`src/rtl/up_down_counter_sequencer.sv`:
```
// rtl/up_down_counter_sequencer.sv - sequences clear/enable/direction of an up/down counter
// Single up-count or ping-pong sweeps to a latched target, with pause and abort.
module up_down_counter_sequencer #(
  parameter int WIDTH   = 3,
  parameter int SWEEP_W = 4
) (
  input  logic               clk,
  input  logic               reset,
  input  logic               start,
  input  logic               mode,
  input  logic [WIDTH-1:0]   target,
  input  logic [SWEEP_W-1:0] sweeps,
  input  logic               pause,
  input  logic               abort,
  input  logic [WIDTH-1:0]   cnt_in,
  output logic               cnt_clr,
  output logic               cnt_en,
  output logic               cnt_up,
  output logic               busy,
  output logic               done,
  output logic [SWEEP_W-1:0] sweep_cnt
);

  typedef enum logic [2:0] {IDLE, CLEAR, RUN_UP, RUN_DN, DONE} state_t;

  state_t             state, state_nx;
  logic [WIDTH-1:0]   tgt;
  logic               mode_q;
  logic [SWEEP_W-1:0] nsw;
  logic [SWEEP_W-1:0] sweep_nx;
  logic [SWEEP_W-1:0] sweep_inc;
  logic [WIDTH-1:0]   tgt_m1;
  logic               up_q, up_nx;
  logic               load;
  logic               advancing;

  assign advancing = ((state == RUN_UP) || (state == RUN_DN)) && !pause && !abort;
  assign tgt_m1    = tgt - WIDTH'(1);
  assign sweep_inc = sweep_cnt + SWEEP_W'(1);

  always_comb begin
    state_nx = state;
    sweep_nx = sweep_cnt;
    up_nx    = up_q;
    load     = 1'b0;
    case (state)
      IDLE: begin
        if (start) begin
          load     = 1'b1;
          sweep_nx = '0;
          state_nx = CLEAR;
        end
      end
      CLEAR:  state_nx = (tgt == '0) ? DONE : RUN_UP;
      RUN_UP: begin
        if (advancing && (cnt_in == tgt_m1))
          state_nx = mode_q ? RUN_DN : DONE;
      end
      RUN_DN: begin
        if (advancing && (cnt_in == WIDTH'(1))) begin
          sweep_nx = sweep_inc;
          state_nx = (sweep_inc == nsw) ? DONE : RUN_UP;
        end
      end
      DONE:    state_nx = IDLE;
      default: state_nx = IDLE;
    endcase
    // abort outranks pause and terminal transitions; advancing is already low
    if (abort && (state != IDLE))
      state_nx = IDLE;
    case (state_nx)
      CLEAR, RUN_UP: up_nx = 1'b1;
      RUN_DN:        up_nx = 1'b0;
      default:       up_nx = up_q;
    endcase
  end

  always_ff @(posedge clk or posedge reset) begin
    if (reset) begin
      state     <= IDLE;
      tgt       <= '0;
      mode_q    <= 1'b0;
      nsw       <= '0;
      sweep_cnt <= '0;
      up_q      <= 1'b1;
    end else begin
      state     <= state_nx;
      sweep_cnt <= sweep_nx;
      up_q      <= up_nx;
      if (load) begin
        tgt    <= target;
        mode_q <= mode;
        nsw    <= (sweeps == '0) ? SWEEP_W'(1) : sweeps;
      end
    end
  end

  assign cnt_clr = (state == CLEAR);
  assign cnt_en  = advancing;
  assign cnt_up  = up_q;
  assign busy    = (state != IDLE);
  assign done    = (state == DONE);

endmodule

```
`config.mk`:
```
export PLATFORM = sky130hd
export DESIGN_NAME = up_down_counter_sequencer
export DESIGN_NICKNAME = d
export VERILOG_FILES = /design/src/rtl/up_down_counter_sequencer.sv
export SDC_FILE = /design/constraint.sdc
export NUM_CORES = 1
export LEC_CHECK = 0
export CAP_MARGIN = 20
export CORE_MARGIN = 4
export CORE_UTILIZATION = 25
export CTS_BUF_LIST = sky130_fd_sc_hd__clkbuf_4
export DETAILED_ROUTE_END_ITERATION = 12
export PLACE_DENSITY = 0.51
export SYNTH_ARGS = -nofsm -noshare
export SYNTH_HDL_FRONTEND = slang
export SYNTH_SLANG_ARGS = --single-unit
```
`constraint.sdc`:
```
create_clock -name clk -period 4.38 [get_ports clk]
set_input_delay 0.876 -clock clk [delete_from_list [all_inputs] [get_ports clk]]
set_output_delay 0.876 -clock clk [all_outputs]
set_load 0.1 [all_outputs]
```
==> metrics.md <==
| Metric | Value |
|---|---|
| Minimum clock period | 3.24 ns |
| Final worst-path cycle share | 74.0% |
| Die area | around 5000 um2 |
| Ant. Diodes | 0 |
| CTS H-tree lvls | 1 |
| Gr ovfl total | 0 |
| Fmax | ~310 MHz |
| Final GP Congestion | around 0.77 |
| CTS Root Cell | clkbuf_4 |
| #FFs+latches synth | 16 |
| Count leader, synth | nand2_1 |
| Initial DRC Count | 21 |
| Most area-consuming cells after synthesis | dfrtp_1 38%, nand2_1 8.7%, ha_1 3.8% |
| Layout area overhead | 32.3% |
| Peak VDD IR | between 200 and 250 uV |
| Starting Density | a little over a quarter |
| Crit. End Element | output port |
| CTS Sinks | 16 |
| Gate Count Post-Synth | approximately 110 |
| Worst hold path depth | 2 |
| Run status | complete, no violations |
| Area share of the largest cell type after synthesis | between 30 and 40% |
| Mapped Avg Cell Area | approximately 9.4 um2 |
| Share of cells above drive strength 1 | between 10% and 20% |
| Core Region | between 3000 and 4000 um2 |
| Worst r2r dst | state[1] |
| Reg2Reg Depth | 6 |
| Comb power frac | between 50 and 60% |
| Final setup fails | 0 |
| Fin nets | around 150 |
| RSZ-0062 raised after global routing | no |
| Worst Skew | between 0.009 and 0.01 ns |
| WL final | 2.16 mm |
| CP max FO | 7 |
| Leakage | approximately 0.58 nW |
| Initial antenna violation count | 0 |
| Post-CTS setup buffer count | 0 |
| Die W | 71 um |
| Yosys warns | 0 |
| Post-DRT Antenna Nets | 0 |
| Row count | 22 |
| Internal | roughly 0.00039 W |
| Synth area leader | dfrtp_1 |
| Sequential share of power | between 30% and 40% |
| # fillers | approximately 410 |
| Residual DRC | 0 |
| Yosys cell types | 34 |
| DP HPWL | 1.76 mm |
| Post-CTS Hold Buffers | 0 |
| Sw frac | about half |
| Post-synth EDFFs | 0 |
| Via Count | about 800 |
| Synthesized net count | about 130 |
| CP Class | reg -> out |
| Clock share of power | 10.9% |
| All-Layer GR Usage | a little under a tenth |
| RR Startpoint | sweep_cnt[0] |
| Final worst setup slack | roughly 1.1 ns |
| Dominant synthesized flop cell | dfrtp_1 |
| Clock Pin Slew Worst Setup and Hold Paths | about 0.10 ns |
| Routed wire per std cell | 11.9 um |
| Asr flop ratio synth | 100% |
| Seq/Total Area, Yosys | approximately two fifths |
| Clk buf depth | 2 |
| Hold path start | nsw[0] |
| Least-Margin Pin Slew | a little under 1 ns |
| WHS Endpoint | nsw[0] |
| Port Buffers | 24 |
| Routed vias/inst | 4.38 |
| Global-route wire length before repair | roughly 3.7 mm |
| Syn Std Cell Area | around 990 um2 |
| Critical path launch point type | flop |
| Maxcap violations | 0 |
| Switching pwr | 0.000364 W |
| CTS tree | done |
| CP arrival | approximately 2.4 ns |
| Post-place setup slack | between 1 and 1.5 ns |
| Top post-synthesis cells by count | 23 x nand2_1, 15 x dfrtp_1, 10 x inv_1 |
| Slew HR | about a third |
| Slack of the worst reg-to-reg path | around 2.4 ns |
| Io pins | 25 |
| Die H | around 70 um |
| Vias in the first global route | ~770 |
| Later-pin clock latency in the skew report | between 0.2 and 0.3 ns |
| Num CTS Buffers | 3 |
| Hold Fails Final Rpt | 0 |
| DR pass1 iterations | 4 |
| Worst min path class | reg -> reg |
| PwrDens | between 500 and 600 nW/um2 |
| Slew Viols, Final | 0 |
| Largest net degree at the start of global routing | 17 |
| Fin Setup TNS | 0 ns |
| Resized Gates After CTS | 0 |
| Req. time, crit path | about 3.5 ns |
sequential cells by signal, summed over array words and instances, names as in the netlist:
| name | cells |
|---|---|
| sweep_cnt | 4 |
| mode_q | 1 |
| tgt | 3 |
| nsw | 4 |
| cnt_up | 1 |
| state | 3 |
through the flow:
| stage | instance area, um2 | utilization (%) | cells | total power, W | hold WS [ns] |
|---|---|---|---|---|---|
| after detailed placement | 1290 | 34.4 | 177 | 0.000688 | 0.483 |
| after global routing | 1310 | 35.1 | 181 | 0.000818 | 0.539 |
| after global placement | 1290 | 34.4 | 177 | 0.000677 | 0.480 |
| after CTS | 1310 | 35.1 | 181 | 0.000772 | 0.507 |
| final | 1310 | 35.1 | 181 | 0.000758 | 0.503 |
| after floorplan | 992 | - | 106 | 0.000591 | 0.457 |
placed cells by master, fill, tap and decap left out, types with 2 or more instances in the layout:
cell,instances
a21oi_1,5
xnor2_1,3
clkdlybuf4s50_1,23
nor2_1,3
nand3_1,4
and2_1,2
ha_1,3
o21ai_1,2
inv_1,10
o21ai_0,7
nor3_1,4
nor3_2,2
dfrtp_1,15
nand2_1,23
clkbuf_4,3
xor2_1,3
worst max path at each step:
stage	cells past startpoint	endpoint	from
6_report	2	cnt_clr	state[2]
5_1_grt	2	cnt_clr	state[2]
4_1_cts	2	cnt_clr	state[2]
3_5_place_dp	4	cnt_en	abort
3_3_place_gp	4	cnt_en	abort
2_1_floorplan	1	cnt_clr	state[2]
layout make-up:
cell class	instances	area, um2	share of cell area [%]
Clock inverter	1	3.75	0.286
Timing Repair Buffer	24	238	18.1
Multi-Input combinational cell	78	541	41.2
Inverter	11	46.3	3.53
Clock buffer	3	22.5	1.72
Tap cell	48	60.1	4.58
Sequential cell	16	402	30.6
worst max-delay path, stage by stage, from the launching register on:
cell and delay, ns:
dfrtp_1 0.45, nor3b_1 0.42, clkdlybuf4s50_1 1.21
cell families (layout without fill, tap and decap cells):
group	after synthesis	after routing	synth area share, %
xor gates and xnor gates	8	8	9.96
DFF	16	16	40.5
and+or+nand+nor	46	46	25.5
AOI/OAI and AO/OA	21	21	15.3
buffers and inverters	12	39	5.04
adders and majority gates	3	3	3.78
metal layers:
layer / vias up / track usage (%) / wire length [um]
li1: 412 / - / -
met1: 362 / 12.1 / 1010
met2: 17 / 14.4 / 1020
met3: 2 / 3.41 / 114
met4: 0 / 2.51 / 17
met5: - / 0 / 0
power by group through the flow:
stage / sequential [W] / clock (W) / combinational (W)
floorplan: 0.000253 / 0 / 0.000338
global placement: 0.000237 / 0 / 0.000440
detailed placement: 0.000240 / 0 / 0.000448
CTS: 0.000236 / 0.0000858 / 0.000450
global route: 0.000245 / 0.0000959 / 0.000477
finish: 0.000235 / 0.0000823 / 0.000440
(Power assumes the default switching activity.)
